## src/rtl/wb_regfile.sv

```systemverilog
// Writeback register file: qualifies MEM/WB writes, commits them, serves two reads.
// Optional write-through read bypass under `WB_REGFILE_BYPASS_EN.
module wb_regfile #(
  parameter int DATA_WIDTH = 32,
  parameter int ADDR_WIDTH = 5,
  parameter int CNT_WIDTH  = 16
) (
  input  logic                  Clk,
  input  logic                  Rst_n,
  input  logic                  WB_RegWrite,
  input  logic                  WB_CondMov,
  input  logic                  WB_ZeroFlag,
  input  logic [DATA_WIDTH-1:0] WB_ALUResult,
  input  logic [ADDR_WIDTH-1:0] WB_WriteRegister,
  input  logic [ADDR_WIDTH-1:0] ReadRegister1,
  input  logic [ADDR_WIDTH-1:0] ReadRegister2,
  output logic [DATA_WIDTH-1:0] ReadData1,
  output logic [DATA_WIDTH-1:0] ReadData2,
  output logic                  CommitValid,
  output logic [ADDR_WIDTH-1:0] CommitRegister,
  output logic [DATA_WIDTH-1:0] CommitData,
  output logic [CNT_WIDTH-1:0]  WriteCount,
  output logic [CNT_WIDTH-1:0]  SuppressCount
);

  localparam int NREG = 2 ** ADDR_WIDTH;

  logic [DATA_WIDTH-1:0] regs [NREG];
  logic                  we;
  logic                  sup;
  logic                  wc_sat;
  logic                  sc_sat;

  assign we = WB_RegWrite
            & (~WB_CondMov | WB_ZeroFlag)
            & (WB_WriteRegister != '0);

  // Suppressed cond-moves count even when aimed at r0.
  assign sup = WB_RegWrite & WB_CondMov & ~WB_ZeroFlag;

  assign wc_sat = &WriteCount;
  assign sc_sat = &SuppressCount;

  always_ff @(posedge Clk) begin
    if (!Rst_n) begin
      for (int i = 0; i < NREG; i++) begin
        regs[i] <= '0;
      end
    end else if (we) begin
      regs[WB_WriteRegister] <= WB_ALUResult;
    end
  end

  always_ff @(posedge Clk) begin
    if (!Rst_n) begin
      CommitValid    <= 1'b0;
      CommitRegister <= '0;
      CommitData     <= '0;
    end else begin
      CommitValid <= we;
      if (we) begin
        CommitRegister <= WB_WriteRegister;
        CommitData     <= WB_ALUResult;
      end
    end
  end

  always_ff @(posedge Clk) begin
    if (!Rst_n) begin
      WriteCount    <= '0;
      SuppressCount <= '0;
    end else begin
      if (we && !wc_sat) begin
        WriteCount <= WriteCount + CNT_WIDTH'(1);
      end
      if (sup && !sc_sat) begin
        SuppressCount <= SuppressCount + CNT_WIDTH'(1);
      end
    end
  end

  always_comb begin
    ReadData1 = '0;
    ReadData2 = '0;
    if (ReadRegister1 != '0) begin
      ReadData1 = regs[ReadRegister1];
    end
    if (ReadRegister2 != '0) begin
      ReadData2 = regs[ReadRegister2];
    end
`ifdef WB_REGFILE_BYPASS_EN
    // we already excludes r0 and suppressed moves.
    if (we && ReadRegister1 == WB_WriteRegister) begin
      ReadData1 = WB_ALUResult;
    end
    if (we && ReadRegister2 == WB_WriteRegister) begin
      ReadData2 = WB_ALUResult;
    end
`endif
  end

endmodule

```

## config.mk

```make
export PLATFORM = sky130hd
export DESIGN_NAME = wb_regfile
export DESIGN_NICKNAME = d
export VERILOG_FILES = /design/src/rtl/wb_regfile.sv
export SDC_FILE = /design/constraint.sdc
export NUM_CORES = 2
export LEC_CHECK = 0
export BUFFER_PORTS_ARGS = -buffer_cell sky130_fd_sc_hd__buf_2
export CAP_MARGIN = 0
export CORE_ASPECT_RATIO = 0.6
export CORE_MARGIN = 2
export CORE_UTILIZATION = 30
export CTS_BUF_LIST = sky130_fd_sc_hd__clkbuf_16
export DETAILED_ROUTE_END_ITERATION = 8
export SYNTH_ARGS = -nofsm -noshare
export SYNTH_HDL_FRONTEND = slang
export SYNTH_SLANG_ARGS = --single-unit
```

## constraint.sdc

```tcl
create_clock -name Clk -period 6.9 [get_ports Clk]
set_input_delay 0.69 -clock Clk [delete_from_list [all_inputs] [get_ports Clk]]
set_output_delay 0.69 -clock Clk [all_outputs]
set_load 0.01 [all_outputs]
```

==> metrics.md <==
| Metric | Value |
|---|---|
| CP Max Fanout | 39 |
| Critical setup path kind | primary input to output port |
| Largest family of logic cells by synthesized area | multiplexers |
| Post-DR vias/cell | 5.49 |
| Clk_lat worst skew | 710 ps |
| Final hold viol count | 0 |
| Setup Buffers After CTS | 0 |
| R2R Path Start | SuppressCount[2] |
| Compound-Gate Fraction of Synth Area | 0.0601 |
| # hold bufs at CTS | 0 |
| GR met2 Demand/Resource | 0.280 |
| TNS Setup | 0 ps |
| Synth Flop Type | edfxtp_1 |
| CP Data Required Time | 6210 ps |
| Hold EP | CommitRegister[0] |
| Post-Syn Area | 0.0573 sq mm |
| Largest net degree at the start of global routing | 82 |
| Reg clk slew, reported paths | ~60 ps |
| Flop2flop setup slack | 4860 ps |
| Yosys reg bits | 1094 |
| Critical path origin | ReadRegister2[2] |
| Die height | 343 um |
| Grt met3 use | 0.0543 |
| Max Buffers Root-to-Sink | 3 |
| R2r endpoint | SuppressCount[13] |
| Max frequency | 0.206 GHz |
| Die area | 0.195 sq mm |
| Worst Hold Depth | 3 |
| Pwr Total | 15.7 mW |
| Outcome | finished, final reports clean |
| Max-Cap Viols | 0 |
| Via count | 36700 |
| Grt ovf | 0 |
| Top-area cell type share of the netlist area | 0.537 |
| Port Buffers | 185 |
| Global placer's final weighted congestion | 0.854 |
| Drt drc | 0 |
| Hold WC Path Type | primary input to flip-flop |
| Number of warnings issued by yosys | 0 |
| Post-synth cell types | 52 |
| Wirelength per Cell | 28.9 um |
| DRT Pass-1 Iters | 5 |
| Tot GR Track Use | 0.194 |
| Met1 global-route usage | 0.288 |
| FP Rows | about 120 |
| Number of DRC markers in iteration 0 | 4811 |
| H-tree depth | 3 |
| Register-to-Register Path Depth | 5 |
| Most used routing layer | met1 |
| Share of layout cells above drive strength 1 | 0.247 |
| Final slew viol count | 0 |
| Synth Instances | 4038 |
| Largest cells by area after synthesis | edfxtp_1 54%, mux4_2 15%, and2_1 11% |
| Post-Route WL | 193000 um |
| Register area share after synthesis | 0.561 |
| Nets | 4107 |
| CTS resizes | 0 |
| Vias in the first global route | about 36000 |
| Power per standard cell area | 243 mW/mm^2 |
| Leading area contributor after synthesis | edfxtp_1 |
| Number of CTS-inserted buffers | 110 |
| IO Count | approximately 190 |
| Post-Synth Simple-Gate Area | 0.131 |
| Core area | 0.190 sq mm |
| Static Leak | 22.5 nW |
| Crit path DAT | 4160 ps |
| First-pass GRT wire length | 274000 um |
| Clock Sinks | 1094 |
| Post-synth EDFFs | 1024 |
| Crit path capture type | output port |
| Initial Utilization | 0.302 |
| CP Launch Type | primary input |
| Fin Hold WS | ~330 ps |
| RSZ-0062 raised after global routing | false |
| CTS tree | yes |
| VDD IR max | 0.000231 V |
| XOR/XNOR Fraction of Synth Area | 0.00397 |
| Tcrit/Tclk final | 0.703 |
| Crit path time final | 4850 ps |
| Post-synthesis mux area share | 0.209 |
| Slew HR | 0.229 |
| Final setup viols | 0 |
| Hold path start | WB_WriteRegister[0] |
| P&R area growth vs syn | 12.7% |
| Die width | between 500 and 600 um |
| Clock Skew | 19.7 ps |
| Initial antenna violation count | 7 |
| Synth Area in Adders | 0.000437 |
| Transition time at the pin with the least slew margin | about 1200 ps |
| Cell count after placement | 6461 |
| Share of synthesized registers carrying an async set or reset | 0 |
| Post-route ant nets | 0 |
| Mapped Avg Cell Area | 14.2 sq um |
| Clock root cell | clkbuf_16 |
| Final cell count without fillers | between 6000 and 7000 |
| Post-DP HPWL | 120000 um |
-- through the flow --
step,setup slack [ps],area (sq um),util
2_1_floorplan,2650,57400,-
6_report,2050,64600,0.340
3_3_place_gp,2190,61000,0.321
4_1_cts,2170,64600,0.340
3_5_place_dp,2170,61000,0.321
5_1_grt,2030,64600,0.340
-- worst max-delay path, stage by stage --
cell and delay, ps:
buf_4 610, buf_4 540, and2_1 250, buf_4 530
a22oi_1 180, o21ai_0 400, a221o_1 450, a21oi_1 160
buf_2 220
-- power by group --
group	switching [mW]	internal, mW
clock	2.77	3.26
combinational	1.20	0.721
sequential	0.184	7.60
-- registers in the layout, summed over array words and instances (netlist names) --
name	flops
CommitData	32
CommitRegister	5
CommitValid	1
SuppressCount	16
WriteCount	16
regs	1024
-- kinds of logic (layout without fill, tap and decap cells) --
logic type                 Yosys count  after routing
adders and majority gates            2              2
muxes                              706            706
DFF                               1094           1094
and+or+nand+nor                   1272           1272
AOI/OAI and AO/OA                  509            509
other                                1             41
xor gates and xnor gates            26             26
buffers and inverters              428            508
-- routing by layer --
| layer | vias up | wire length (um) |
|---|---|---|
| li1 | 15300 | - |
| met1 | 19100 | 86200 |
| met2 | 2011 | 81800 |
| met3 | 228 | 20600 |
| met4 | 2 | 4240 |
| met5 | - | 7 |
-- cell type report --
class	instances	area, sq um
well taps	2520	3150
diodes	9	22.5
flip-flops and latches	1094	32200
inverters	4	17.5
clock buffers	112	2800
multi-input cells	2547	23800
repair buffers	296	1870
clock inverters	96	733
fillers	18100	125000
-- worst max-delay path by stage --
stage / to / cells past startpoint / slack [ps]
floorplan: regs[15][0] / 5 / 2650
detailed placement: ReadData2[19] / 9 / 2170
finish: ReadData2[19] / 9 / 2050
global placement: ReadData2[19] / 9 / 2190
CTS: ReadData2[19] / 9 / 2170
global route: ReadData2[19] / 9 / 2030
-- synthesized netlist by cell type (all sizes together) (5+ instances only) --
cell type,n
edfxtp,1024
and2,995
mux4,386
clkbuf,294
mux2i,257
o21ai,179
buf,130
nand2,101
nor2,96
a21oi,92
a22oi,75
dfxtp,70
mux2,63
a221o,58
a211o,34
o22ai,31
a221oi,16
xnor2,16
nand4,14
nand3,13
a31oi,10
xor2,10
a22o,9
and3,9
nor2b,7
nor3,7
nor4,7
nand3b,6
and4,5
-- layout by cell type (no fill, tap or decap), types with 6 or more instances in the layout --
master and instances:
clkinv_2 20, nor2_4 14, o22ai_1 31, a22o_1 9, mux2i_1 257, a21oi_2 29
edfxtp_1 1024, xnor2_1 16, nand4_1 14, conb_1 32, nor4_1 7, diode_2 9
nand3b_1 6, mux2_2 63, a211o_1 34, mux4_2 386, xor2_1 10, bufinv_16 8
buf_4 108, dfxtp_1 70, clkinvlp_4 6, clkinv_1 29, a21oi_1 63, a221o_1 58
nand2_1 81, a31oi_1 10, nand3_1 13, clkbuf_16 112, nor2_2 18, nor3_1 7
nor2_1 64, a22oi_1 75, inv_1 25, and3_1 9, o21ai_0 148, and2_1 995
a221oi_1 16, o21ai_4 31, nand2_2 20, buf_2 178
Power figures use the tool's default switching activity.
